--- src/rtl/uart_rx_pkg.sv ---
// Shared types and constants for the UART receive frame controller.
package uart_rx_pkg;
    typedef enum logic [2:0] {
        IDLE   = 3'd0,
        START  = 3'd1,
        DATA   = 3'd2,
        PARITY = 3'd3,
        STOP   = 3'd4
    } state_t;

    localparam int   PRESCALE_MIN = 8;
    localparam logic EVEN         = 1'b0;
    localparam logic ODD          = 1'b1;
endpackage

--- src/rtl/uart_rx_edge_bit_cnt.sv ---
// Oversampling edge counter and data-bit counter; bit_end marks the last edge of a bit.
module uart_rx_edge_bit_cnt #(
    parameter int BW = 4
) (
    input  logic          CLK,
    input  logic          RST,
    input  logic          en,
    input  logic [5:0]    prescale,
    input  logic          bit_clr,
    input  logic          bit_inc,
    output logic [5:0]    edge_cnt,
    output logic [BW-1:0] bit_cnt,
    output logic          bit_end
);
    assign bit_end = en && (edge_cnt == prescale - 6'd1);

    always_ff @(posedge CLK or negedge RST) begin
        if (!RST) begin
            edge_cnt <= '0;
            bit_cnt  <= '0;
        end else begin
            // Held at 0 while idle so the first START cycle is edge 0.
            if (!en || bit_end)
                edge_cnt <= '0;
            else
                edge_cnt <= edge_cnt + 6'd1;

            if (bit_clr)
                bit_cnt <= '0;
            else if (bit_inc)
                bit_cnt <= bit_cnt + 1'b1;
        end
    end
endmodule

--- src/rtl/uart_rx_ctrl.sv ---
// UART receive frame controller: start/data/parity/stop tracking, LSB-first deserialisation, error pulses.
module uart_rx_ctrl
    import uart_rx_pkg::*;
#(
    parameter int DATA_WIDTH = 8
) (
    input  logic                  CLK,
    input  logic                  RST,
    input  logic                  RX_IN,
    input  logic [5:0]            prescale,
    input  logic                  PAR_EN,
    input  logic                  PAR_TYP,
    input  logic                  sampled_bit,
    output logic                  dat_samp_en,
    output logic [5:0]            edge_cnt,
    output logic [DATA_WIDTH-1:0] P_DATA,
    output logic                  data_valid,
    output logic                  par_err,
    output logic                  stp_err
);
    localparam int BW = $clog2(DATA_WIDTH + 1);

    state_t                state, next;
    logic [5:0]            fr_prescale;
    logic                  fr_par_en, fr_par_typ;
    logic [DATA_WIDTH-1:0] shreg;
    logic                  frm_err;
    logic [BW-1:0]         bit_cnt;
    logic                  bit_end;
    logic                  exp_par;

    assign dat_samp_en = (state != IDLE);
    assign exp_par     = (^shreg) ^ (fr_par_typ == ODD);

    uart_rx_edge_bit_cnt #(.BW(BW)) u_cnt (
        .CLK      (CLK),
        .RST      (RST),
        .en       (dat_samp_en),
        .prescale (fr_prescale),
        .bit_clr  ((state == START) && bit_end),
        .bit_inc  ((state == DATA) && bit_end),
        .edge_cnt (edge_cnt),
        .bit_cnt  (bit_cnt),
        .bit_end  (bit_end)
    );

    always_ff @(posedge CLK or negedge RST) begin
        if (!RST) state <= IDLE;
        else      state <= next;
    end

    always_comb begin
        next = state;
        case (state)
            IDLE:   if (!RX_IN) next = START;
            START:  if (bit_end) next = sampled_bit ? IDLE : DATA;
            DATA:   if (bit_end && bit_cnt == BW'(DATA_WIDTH - 1))
                        next = fr_par_en ? PARITY : STOP;
            PARITY: if (bit_end) next = STOP;
            STOP:   if (bit_end) next = IDLE;
            default: next = IDLE;
        endcase
    end

    always_ff @(posedge CLK or negedge RST) begin
        if (!RST) begin
            fr_prescale <= 6'(PRESCALE_MIN);
            fr_par_en   <= 1'b0;
            fr_par_typ  <= EVEN;
            shreg       <= '0;
            frm_err     <= 1'b0;
            P_DATA      <= '0;
            data_valid  <= 1'b0;
            par_err     <= 1'b0;
            stp_err     <= 1'b0;
        end else begin
            data_valid <= 1'b0;
            par_err    <= 1'b0;
            stp_err    <= 1'b0;
            // Frame configuration is frozen at the start edge.
            if (state == IDLE && !RX_IN) begin
                fr_prescale <= prescale;
                fr_par_en   <= PAR_EN;
                fr_par_typ  <= PAR_TYP;
            end
            if (bit_end) begin
                case (state)
                    DATA:   shreg <= {sampled_bit, shreg[DATA_WIDTH-1:1]};
                    PARITY: if (sampled_bit != exp_par) begin
                                par_err <= 1'b1;
                                frm_err <= 1'b1;
                            end
                    STOP: begin
                        if (!sampled_bit)
                            stp_err <= 1'b1;
                        else if (!frm_err) begin
                            P_DATA     <= shreg;
                            data_valid <= 1'b1;
                        end
                        frm_err <= 1'b0;
                    end
                    default: ;
                endcase
            end
        end
    end
endmodule

--- config.mk ---
export PLATFORM = sky130hd
export DESIGN_NAME = uart_rx_ctrl
export DESIGN_NICKNAME = d
export VERILOG_FILES = /design/src/rtl/uart_rx_pkg.sv /design/src/rtl/uart_rx_edge_bit_cnt.sv /design/src/rtl/uart_rx_ctrl.sv
export SDC_FILE = /design/constraint.sdc
export NUM_CORES = 1
export LEC_CHECK = 0
export BUFFER_PORTS_ARGS = -buffer_cell sky130_fd_sc_hd__buf_4
export CORE_UTILIZATION = 59
export CTS_BUF_LIST = sky130_fd_sc_hd__clkbuf_8
export CTS_CLUSTER_DIAMETER = 150
export DETAILED_ROUTE_END_ITERATION = 10
export HOLD_SLACK_MARGIN = 0.06
export PLACE_DENSITY = 0.82
export SYNTH_ARGS = -nofsm -noshare
export SYNTH_HDL_FRONTEND = slang
export SYNTH_SLANG_ARGS = --single-unit
--- constraint.sdc ---
create_clock -name CLK -period 3.3 [get_ports CLK]
set_clock_uncertainty 0.2 [all_clocks]
set_input_delay 0.66 -clock CLK [delete_from_list [all_inputs] [get_ports CLK]]
set_output_delay 0.66 -clock CLK [all_outputs]
set_load 0.01 [all_outputs]
Yosys cells after proc, flatten, opt, wreduce, memory -nomap -nowiden
Cells that the tools add are included.
{"block": "classes", "addsub": 3, "mul": 0, "div": 0, "magnitude_cmp": 0, "n_eq_ne": 13, "shifts": 0, "n_mux": 23, "bitwise_logic": 2, "reduce_logical": 17}
{"operator": "3-bit 2-to-1 mux", "n": 6}
{"operator": "3-bit one-hot mux with 5 select lines", "n": 1}
{"operator": "1-bit 2-to-1 mux", "n": 11}
{"operator": "2-bit inequality test (second input constant)", "n": 5}
{"operator": "4-bit 2-to-1 mux", "n": 2}
{"operator": "8-bit parity", "n": 1}
{"operator": "6-bit by 1-bit adder with 6-bit output (second input constant)", "n": 1}
{"operator": "3-bit by 2-bit equality test with 1-bit output (second input constant)", "n": 2}
{"operator": "6-bit equality test", "n": 1}
{"operator": "6-bit 2-to-1 mux", "n": 1}
{"operator": "6-bit by 1-bit subtractor with 6-bit output (second input constant)", "n": 1}
{"operator": "1-bit logical AND", "n": 5}
{"operator": "5-bit AND reduction", "n": 1}
{"operator": "4-bit by 1-bit adder with 4-bit output (second input constant)", "n": 1}
{"operator": "4-bit by 3-bit equality test with 1-bit output (second input constant)", "n": 1}
{"operator": "4-bit AND reduction", "n": 1}
{"operator": "2-bit nonzero test", "n": 2}
{"operator": "3-bit by 1-bit equality test with 1-bit output (second input constant)", "n": 1}
{"operator": "3-bit equality test (second input constant)", "n": 1}
{"operator": "3-bit zero test", "n": 1}
{"operator": "3-bit AND reduction", "n": 1}
{"operator": "3-bit nonzero test", "n": 1}
{"operator": "1-bit zero test", "n": 2}
{"operator": "2-bit 2-to-1 mux", "n": 1}
{"operator": "other kinds (7)", "n": 7}
{"block": "totals", "reg_bits": 41, "latch_bits": 0, "ramBits": 0, "rom_bits": 0, "memories": 0}

Logic depth before layout (Yosys ltp)
Gate-level depths: netlist (run 1).
{"block": "depth", "ltp_word": 6, "mapped_depth": 8, "mapped_depth_nobuf": 7}

Modules after synthesis
From an unflattened synthesis (run 1), not the netlist that was laid out.
{"block": "unflattened", "hier_cells": 160, "hier_area_um2": 2020.7}
{"module": "uart_rx_ctrl", "instances": 1, "cells_each": 99, "area_each_um2": 1397.6}
{"module": "uart_rx_edge_bit_cnt", "instances": 1, "cells_each": 61, "area_each_um2": 623.1}

Worst setup path before layout (run 1)
OpenSTA, ideal clock, no wires.
{"block": "synth_timing", "path_type": "register to register", "from": "register fr_prescale[0]", "to": "register P_DATA[0]", "setup_time_ps": 125, "t_arrival_ps": 2247, "t_required_ps": 2975, "setup_slack_ps": 728, "path_stages_with_launch": 8, "path_buffers": 0, "period_less_slack_ps": 2572, "cell_sequence": "dfrtp_1 > inv_1 > ha_1 > nor2b_1 > or3_1 > a31o_2 > nor4_4 > mux2_2"}
{"block": "synth_between", "elab_chain_cells": 4}
{"item": "from (decl)", "line": "uart_rx_ctrl.sv:24", "text": "logic [5:0] fr_prescale;"}
{"item": "from (signal assigned)", "line": "uart_rx_ctrl.sv:67", "text": "fr_prescale <= 6'(PRESCALE_MIN);"}
{"item": "from (signal assigned)", "line": "uart_rx_ctrl.sv:82", "text": "fr_prescale <= prescale;"}
{"item": "6-bit by 1-bit subtractor with 6-bit output", "line": "uart_rx_edge_bit_cnt.sv:15", "text": "assign bit_end = en && (edge_cnt == prescale - 6'd1);"}
{"item": "6-bit equality test", "line": "uart_rx_edge_bit_cnt.sv:15"}
{"item": "1-bit logical AND", "line": "uart_rx_edge_bit_cnt.sv:15"}
{"item": "4-bit AND reduction (no line)"}
{"item": "to (signal assigned)", "line": "uart_rx_ctrl.sv:97", "text": "P_DATA <= shreg;"}
{"item": "to (decl)", "line": "uart_rx_ctrl.sv:16", "text": "output logic [DATA_WIDTH-1:0] P_DATA,"}
Every way passes these cells.
A chain may end at the register's enable or synchronous reset.

Final worst setup path (run 1)
{"block": "layout_timing", "from": "register fr_prescale[0]", "to": "register P_DATA[1]"}
The elaborated chain is that of the path after synthesis.

==> results.cfg, run 1 <==
[global_routing]
globalRouteOverflowTotal = 0
first_global_vias = 1535
grtUsageTotal_pct = 25.5
grt_antenna_before_repair = 0
pin_count_of_the_biggest_net_entering_global_routing = 42
grt_first_pass_wirelength_mm = 6.79

[logic_synthesis]
synth-main-ff-cell = dfrtp_1
synth_edf_count = 0
syn-cell-area_um2 = 2020
syn_nets = 190
syn_area_per_cell_um2 = 11.6
flops_latches_synth = 41
syn-instance-count = 175
synth_warnings = 0
synth_cell_types = 39
synth.yosys.seq_area_share_pct = 50.7
netlist.top_cell.by_area = dfrtp_1
netlist.area_leader.share_pct = 49.4
synth-async-reset-ratio_pct = 100
largest_cells_by_area_after_synthesis = dfrtp_1 (49%), mux2_2 (12%), xnor2_1 (5.6%)

[place]
port-buffer-count = 29
numPlacedInstances = 243
hpwlAfterDp_mm = 2.86
gp_congestion = 0.860
detailedPlace.worstSlack_ns = 0.357

[timing]
fmax_mhz = 341
min_period_ns = 2.94
timing.final.hold_violations = 0
slew_viol_final = 0
finalCritPeriodShare_pct = 89.0
fin_setup_tns_ns = 0
worstMarginPinSlew_ns = 0.740
fin_ws_ns = 0.364
setup_violations = 0
maxSlewHeadroom_pct = 50.5
grt_setup_unrepaired = no

[clock_network]
clk_slew_on_worst_s_h_paths_ns = 0.08
clock_sinks = 41
clockBufferDepth = 2
cts.repair.resized = 0
h-tree-depth = 2
hold_buffers = 0
post_cts_repair_timing_setup_buffer_count = 0
cts_root_buffer = clkbuf_8
tritoncts = built
numCtsBuffers = 5
worstSkewPairLatency_ns = 0.29

[final_layout]
drive_gt1_share_pct = 33.3
final_cell_count_no_fill = 251
antenna_diodes = 0
fin_nets = 221
layout_overhead_on_the_synthesized_area_pct = 16.9
postLayoutCoreUtil_pct = 75.1

[power]
powerDensity_nw_per_um2 = 812
net_switching_power_of_the_design_uw = 779
pwr-share-comb_pct = 41.7
internal-power_uw = 1140
clock_power_share_pct = 17.2
power.share.switching_pct = 40.6
power_leakage_uw = 0.00107
power_frac_seq_pct = 41.0
vdd.ir_drop.worst_v = 0.000444

[routing]
route.detailed.vias_per_inst = 5.81
route.detailed.drc = 0
routed-via-count = 1459
firstDrtPassIters = 4
avgRoutedWirePerCell_um = 15.9
postRouteAntennaNets = 0
routed_wl_mm = 4.00
dr.first_iter.drc_count = 83

[worst_setup_path]
crit_path_max_incr_delay_ns = 0.64
timing.critical_path.to_type = flop
crit_arrival_ns = 2.91
critPathMaxFanout = 14
cp_cell_sequence = inv_1 > ha_1 > nor2b_1 > or3_1 > a31o_2 > nor4_4 > mux2_2
crit_type = flop to flop
crit_required_ns = 3.27
worstSetupStartpointType = flop
crit_path_top_delay_cell = nor4_4

[outcome]
outcome = finished, final reports clean

[floorplan]
vertical_die_dimension_um = 60.6
core_area_um2 = 3150
core.rowCount = 20
die_w_um = 60.6
floorplan.die_area_um2 = 3670
initial_utilization_pct = 64.2
boundaryPins = 30

[flow_run]
max-cap-violations = 0

[min_path]
min-delay-path-class = input pin to asynchronous set/reset pin
## per-stage QoR
step / total power (uW) / instance area, um^2 / hold WS, ns
CTS: 1920 / 2370 / 0.157
finish: 1920 / 2370 / 0.134
detailed placement: 1590 / 2280 / 0.298
global placement: 1540 / 2280 / 0.279
global route: 2050 / 2370 / 0.176
floorplan: 1380 / 2020 / 0.164
## cell usage after synthesis (2+ instances only)
cell / count
dfrtp_1: 40
mux2_2: 21
nor2_1: 14
xnor2_1: 13
nand2_1: 10
o21ai_0: 6
nor3_1: 5
clkbuf_1: 4
inv_1: 4
nand3_1: 4
o31ai_1: 4
xor2_1: 4
a31oi_1: 3
ha_1: 3
nor2b_1: 3
or2_2: 3
or3_1: 3
or4_1: 3
a31o_2: 2
nand2b_1: 2
nand4_1: 2
nor4_1: 2
nor4_4: 2
o211ai_1: 2
o41ai_1: 2
## final timing paths
path,cells past startpoint,from,slack (ns),endpoint
min,1,RST,0.13,state[0]$_DFFE_PN0P_
max in group asynchronous,1,RST,2.40,fr_prescale[3]$_DFFE_PN1P_
min in group CLK,1,P_DATA[6]$_DFFE_PN0P_,0.31,P_DATA[6]$_DFFE_PN0P_
min reg2reg,1,P_DATA[6]$_DFFE_PN0P_,0.31,P_DATA[6]$_DFFE_PN0P_
max,7,fr_prescale[0]$_DFFE_PN0P_,0.36,P_DATA[1]$_DFFE_PN0P_
max reg2reg,7,fr_prescale[0]$_DFFE_PN0P_,0.36,P_DATA[1]$_DFFE_PN0P_
## logic make-up after synthesis
logic type	synth area share, %
buf+inv	1.92
flops	50.7
xor+xnor	8.47
fa+ha+maj	1.85
compound gates	8.16
mux	11.7
simple gates	17.2
## flip-flops by register name, indices dropped and copies added (netlist names)
| name | cells |
|---|---|
| frm_err | 1 |
| state | 3 |
| shreg | 8 |
| fr_prescale | 6 |
| par_err | 1 |
| P_DATA | 8 |
| u_cnt.bit_cnt | 4 |
| data_valid | 1 |
| u_cnt.edge_cnt | 6 |
| stp_err | 1 |
| fr_par_en | 1 |
| fr_par_typ | 1 |
## placed cells by master (no fill, tap or decap), drive strengths merged, types with 3 or more instances in the layout
cell type / instances
a31oi: 3
buf: 29
clkbuf: 6
dfrtp: 40
ha: 3
inv: 6
mux2: 21
nand2: 10
nand3: 4
nand4: 3
nor2: 14
nor2b: 3
nor3: 5
nor4: 4
o21ai: 7
o31ai: 4
or2: 3
or3: 4
or4: 4
xnor2: 13
xor2: 4
## worst max-delay path: cells and delay by family, from the launching register on
kind	cells	cell delay (ns)
and+or+nand+nor	3	1.14
DFF	1	0.41
muxes	1	0.41
AOI/OAI and AO/OA	1	0.36
adders and majority gates	1	0.23
buffers and inverters	1	0.08
## layout make-up
type | instances | area (um^2)
clock buffer | 6 | 82.6
clock inverter | 2 | 7.51
fill | 234 | 786
inverter | 5 | 18.8
multi-input combinational | 124 | 958
sequential | 41 | 1030
tap | 44 | 55.1
timing repair buffer | 29 | 218
## power groups by stage
stage          registers [uW]  logic [uW]  clock network, uW
3_3_place_gp              785         752                  0
6_report                  788         802                331
3_5_place_dp              795         796                  0
5_1_grt                   809         894                352
4_1_cts                   785         800                332
2_1_floorplan             742         638                  0
## layer usage
layer	up-vias	global-route usage (%)	share of wire, %
met1	721	30.7	43
met2	44	45.1	51
met3	6	6.82	4.8
li1	688	-	-
met4	0	7.47	1.1
met5	-	0	0
Note: power is estimated with default switching activity, not from simulation.
==> run 2: changes to the inputs <==
ABC_AREA = 1   (was default)
==> results.cfg, run 2 <==
[clock_network]
numCtsBuffers = 5
cts.repair.resized = 0
tritoncts = built
post_cts_repair_timing_setup_buffer_count = 0
clock_sinks = 41
cts_root_buffer = clkbuf_8
clk_slew_on_worst_s_h_paths_ns = 0.07
worstSkewPairLatency_ns = 0.29
h-tree-depth = 2
hold_buffers = 0
clockBufferDepth = 2

[logic_synthesis]
most_repeated_cell_in_the_gate_level_netlist_after_synthesis = nand2_1
synth.yosys.seq_area_share_pct = 48.5
syn-cell-area_um2 = 2120
syn-instance-count = 261
syn_nets = 276
synth-main-ff-cell = dfrtp_1
synth_commonest_cells = nand2_1 (80), dfrtp_1 (40), inv_1 (34)
synth_warnings = 0
synth_edf_count = 0
flops_latches_synth = 41
largest_cells_by_area_after_synthesis = dfrtp_1 (47%), nand2_1 (14%), inv_1 (6.0%)
synth-async-reset-ratio_pct = 100
syn_area_per_cell_um2 = 8.11
netlist.area_leader.share_pct = 47.3
netlist.top_cell.by_area = dfrtp_1
synth_cell_types = 28

[timing]
min_period_ns = 2.17
whs_ns = 0.132
slew_viol_final = 0
fin_ws_ns = 1.13
timing.final.hold_violations = 0
setup_violations = 0
maxSlewHeadroom_pct = 62.6
finalCritPeriodShare_pct = 65.9
worstMarginPinSlew_ns = 0.561
fin_setup_tns_ns = 0
grt_setup_unrepaired = no
fmax_mhz = 460

[place]
hpwlAfterDp_mm = 2.88
place_area_um2 = 2360
detailedPlace.worstSlack_ns = 1.14
gp_congestion = 0.925
port-buffer-count = 29

[routing]
wl_met1_mm = 1.82
route.detailed.drc = 0
avgRoutedWirePerCell_um = 12.2
highest-signal-layer = met4
dr.first_iter.drc_count = 119
route.detailed.vias_per_inst = 5.10
firstDrtPassIters = 4
dr_wl_met3_um = 155
postRouteAntennaNets = 0
routed-via-count = 1730
routed_wl_mm = 4.13
routed_wl_met2_mm = 2.06

[worst_setup_path]
critical_path.reg2reg.startpoint = fr_prescale[0]$_DFFE_PN0P_
crit_arrival_ns = 2.15
worstSetupStartpointType = flop
timing.critical_path.to_type = flop
reg_to_reg_end = shreg[0]$_DFFE_PN0P_
rr_worst_depth = 12
critPathMaxFanout = 16
crit_type = flop to flop
crit_required_ns = 3.27
timing.reg2reg.setup_slack_ns = 1.13

[final_layout]
layout_overhead_on_the_synthesized_area_pct = 15.6
reg_top3 = P_DATA x8, shreg x8
final.fill_count = 263
layout_common_cells = nand2_1 (80), dfrtp_1 (40), inv_1 (35)
stdcell_area_um2 = 2450
postLayoutCoreUtil_pct = 72.2
drive_gt1_share_pct = 18.8
fin_nets = 308
layout.cells.most_common = nand2_1
antenna_diodes = 0

[floorplan]
core_area_um2 = 3390
initial_utilization_pct = 62.5
core.rowCount = 21
boundaryPins = 30
die_w_um = 61.9
floorplan.die_area_um2 = 3830
vertical_die_dimension_um = 61.9

[global_routing]
first_global_vias = 1590
pin_count_of_the_biggest_net_entering_global_routing = 42
grt_antenna_before_repair = 0
grt_first_pass_wirelength_mm = 6.80
globalRouteOverflowTotal = 0
grtUsageTotal_pct = 24.8

[power]
vdd.ir_drop.worst_v = 0.000394
powerDensity_nw_per_um2 = 705
power_leakage_uw = 0.00130

[outcome]
outcome = finished, final reports clean

[min_path]
min-delay-path-class = input pin to asynchronous set/reset pin

[flow_run]
max-cap-violations = 0
-- run 2: critical path, stage by stage (launching register included) --
cell,delay [ns]
dfrtp_1,0.43
inv_1,0.08
ha_1,0.24
inv_1,0.06
nand2_1,0.06
nand3b_1,0.08
nand2_1,0.06
nor2_2,0.19
nand2_4,0.11
nor2_4,0.26
inv_1,0.13
nand2_1,0.07
o21ai_0,0.07
-- run 2: cell families after synthesis --
| family | after synthesis | share of synthesized area, % |
|---|---|---|
| buffers and inverters | 40 | 7.86 |
| muxes | 2 | 1.06 |
| adders and majority gates | 3 | 1.77 |
| xor gates and xnor gates | 12 | 4.96 |
| DFF | 41 | 48.5 |
| and+or+nand+nor | 138 | 28.8 |
| AOI/OAI and AO/OA | 25 | 6.97 |
-- run 2: worst max path at each step --
stage / slack, ns / to / cells after the start / start
global placement: 1.24 / P_DATA[7]$_DFFE_PN0P_ / 11 / fr_prescale[0]$_DFFE_PN0P_
finish: 1.13 / shreg[0]$_DFFE_PN0P_ / 12 / fr_prescale[0]$_DFFE_PN0P_
detailed placement: 1.14 / shreg[0]$_DFFE_PN0P_ / 13 / fr_prescale[0]$_DFFE_PN0P_
CTS: 1.14 / shreg[0]$_DFFE_PN0P_ / 13 / fr_prescale[0]$_DFFE_PN0P_
floorplan: 1.39 / P_DATA[6]$_DFFE_PN0P_ / 13 / fr_prescale[0]$_DFFE_PN0P_
global route: 0.87 / shreg[0]$_DFFE_PN0P_ / 13 / fr_prescale[0]$_DFFE_PN0P_
-- run 2: per-layer routing --
metal	track usage, %	up-vias
met2	41.9	42
li1	-	874
met3	4.76	12
met4	10.5	0
met1	31.3	802
met5	0	-
-- run 2: stage by stage --
stage | total power (uW) | std cells
floorplan | 1220 | 261
global route | 1860 | 339
finish | 1730 | 339
detailed placement | 1400 | 332
CTS | 1730 | 339
global placement | 1380 | 332
-- run 2: area by class of cell --
cell class | count | area (um^2) | share of cell area, %
Inverter | 36 | 135 | 5.52
Timing Repair Buffer | 29 | 218 | 8.90
Tap cell | 46 | 57.6 | 2.35
Multi-Input combinational cell | 180 | 923 | 37.7
Sequential cell | 41 | 1030 | 42.0
Clock buffer | 6 | 82.6 | 3.37
Clock inverter | 1 | 3.75 | 0.153
-- run 2: power by group --
group / leakage [uW] / internal [uW] / total, uW / switching (uW)
registers: 0.000531 / 614 / 724 / 110
clock network: 0.0000485 / 163 / 328 / 165
logic: 0.000724 / 258 / 675 / 417
total: 0.00130 / 1040 / 1730 / 691
==> run 3: changes to the inputs <==
CORE_UTILIZATION = 53   (was 59)
PLACE_DENSITY = 0.78   (was 0.82)
clock period = 1.8 ns   (was 3.3 ns; I/O delays follow)
==> results.cfg, run 3 (synthesis results as in run 2) <==
[outcome]
outcome = complete, but fails checks
failed_checks = setup timing

[final_layout]
fin_nets = 344
layout_common_cells = nand2_1 (63), buf_4 (57), dfrtp_1 (40)
antenna_diodes = 0
layout_overhead_on_the_synthesized_area_pct = 37.9
drive_gt1_share_pct = 37.7
reg_top3 = P_DATA x8, shreg x8
postLayoutCoreUtil_pct = 78.0
layout.cells.most_common = nand2_1

[clock_network]
worstSkewPairLatency_ns = 0.30
clockBufferDepth = 2
numCtsBuffers = 5
clock_sinks = 41
clk_slew_on_worst_s_h_paths_ns = 0.08
cts_root_buffer = clkbuf_8
tritoncts = built
h-tree-depth = 2

[routing]
avgRoutedWirePerCell_um = 13.6
firstDrtPassIters = 4
route.detailed.vias_per_inst = 5.16
route.detailed.drc = 0
routed_wl_mm = 5.14
postRouteAntennaNets = 0
routed-via-count = 1944
dr.first_iter.drc_count = 127

[power]
vdd.ir_drop.worst_v = 0.000697
power_leakage_uw = 0.00151
design_power_total_uw = 3990
powerDensity_nw_per_um2 = 1370

[floorplan]
core.rowCount = 22
initial_utilization_pct = 56.6
boundaryPins = 30
core_area_um2 = 3740
vertical_die_dimension_um = 65.2
floorplan.die_area_um2 = 4250
die_w_um = 65.2

[min_path]
min-delay-path-class = input pin to flop
hold_start = PAR_EN

[worst_setup_path]
crit_arrival_ns = 2.03
start_point_of_the_critical_path = fr_prescale[0]$_DFFE_PN0P_
timing.critical_path.to_type = flop
critical_path.reg2reg.startpoint = fr_prescale[0]$_DFFE_PN0P_
crit_end = shreg[4]$_DFFE_PN0P_
critPathMaxFanout = 9
crit_type = flop to flop
crit_required_ns = 1.82
reg_to_reg_end = shreg[4]$_DFFE_PN0P_
timing.reg2reg.setup_slack_ns = -0.20
rr_worst_depth = 10
worstSetupStartpointType = flop

[global_routing]
grt_antenna_before_repair = 0
first_global_vias = 1945
grtUsageTotal_pct = 26.6
grt_first_pass_wirelength_mm = 8.39
pin_count_of_the_biggest_net_entering_global_routing = 42
globalRouteOverflowTotal = 0

[place]
hpwlAfterDp_mm = 3.28
port-buffer-count = 29
gp_congestion = 0.869

[flow_run]
max-cap-violations = 0

[timing]
finalCritPeriodShare_pct = 111
fmax_mhz = 499
maxSlewHeadroom_pct = 55.2
worstMarginPinSlew_ns = 0.670
min_period_ns = 2.00
setup_violations = 33
slew_viol_final = 0
timing.final.hold_violations = 0
grt_setup_unrepaired = yes
fin_ws_ns = -0.204
whs_ns = 0.0928
fin_setup_tns_ns = -4.63
==> run 3: critical path, stage by stage, from the launching register on <==
cell	delay, ns
dfrtp_1	0.42
buf_6	0.14
buf_4	0.13
xor2_2	0.15
nand3_2	0.10
nor2_4	0.17
nand2_4	0.10
nor2_4	0.23
buf_12	0.17
nand2_2	0.04
o21ai_1	0.06
==> run 3: worst min-delay path by stage <==
| stage | end | slack, ns | cells past startpoint |
|---|---|---|---|
| 6_report | fr_par_en$_DFFE_PN0P_ | 0.09 | 2 |
| 2_1_floorplan | P_DATA[0]$_DFFE_PN0P_ | -0.14 | 0 |
| 3_5_place_dp | state[0]$_DFFE_PN0P_ | 0.17 | 1 |
| 4_1_cts | fr_par_en$_DFFE_PN0P_ | 0.09 | 2 |
| 5_1_grt | fr_par_en$_DFFE_PN0P_ | 0.09 | 2 |
| 3_3_place_gp | state[1]$_DFFE_PN0P_ | 0.17 | 1 |
==> run 3: repair_timing <==
action	in CTS	in global routing
buffers inserted	8	3
resized for setup	34	18
endpoints found under the hold margin	41	0
pin swaps	10	7
gates cloned	1	0
setup endpoints to repair	33	39
hold buffers	2	0
==> run 3: per-stage QoR <==
stage	cells	setup slack, ns	instance area [um^2]
floorplan	261	-0.0780	2130
global placement	357	-0.134	2570
detailed placement	357	-0.225	2570
CTS	374	-0.156	2850
global route	377	-0.277	2920
finish	377	-0.204	2920
==> run 3: cell type report <==
class,count,area [um^2]
Clock buffer,5,68.8
Clock inverter,2,35.0
Fill cell,259,825
Inverter,36,140
Multi-Input combinational cell,181,1070
Sequential cell,41,1030
Tap cell,48,60.1
Timing Repair Buffer,64,522
==> run 3: where the power goes <==
part,switching (uW),internal (uW)
logic,1060,895
registers,191,1130
clock network,316,403
==> run 3: routing by layer <==
metal / up-vias / routed length, um / track usage (%) / share of wire, %
met4: 0 / 189 / 13.9 / 3.7
met1: 907 / 2100 / 29.9 / 41
met5: - / 0 / 0 / 0
li1: 944 / - / - / -
met2: 70 / 2590 / 45.5 / 50
met3: 23 / 261 / 7.64 / 5.1
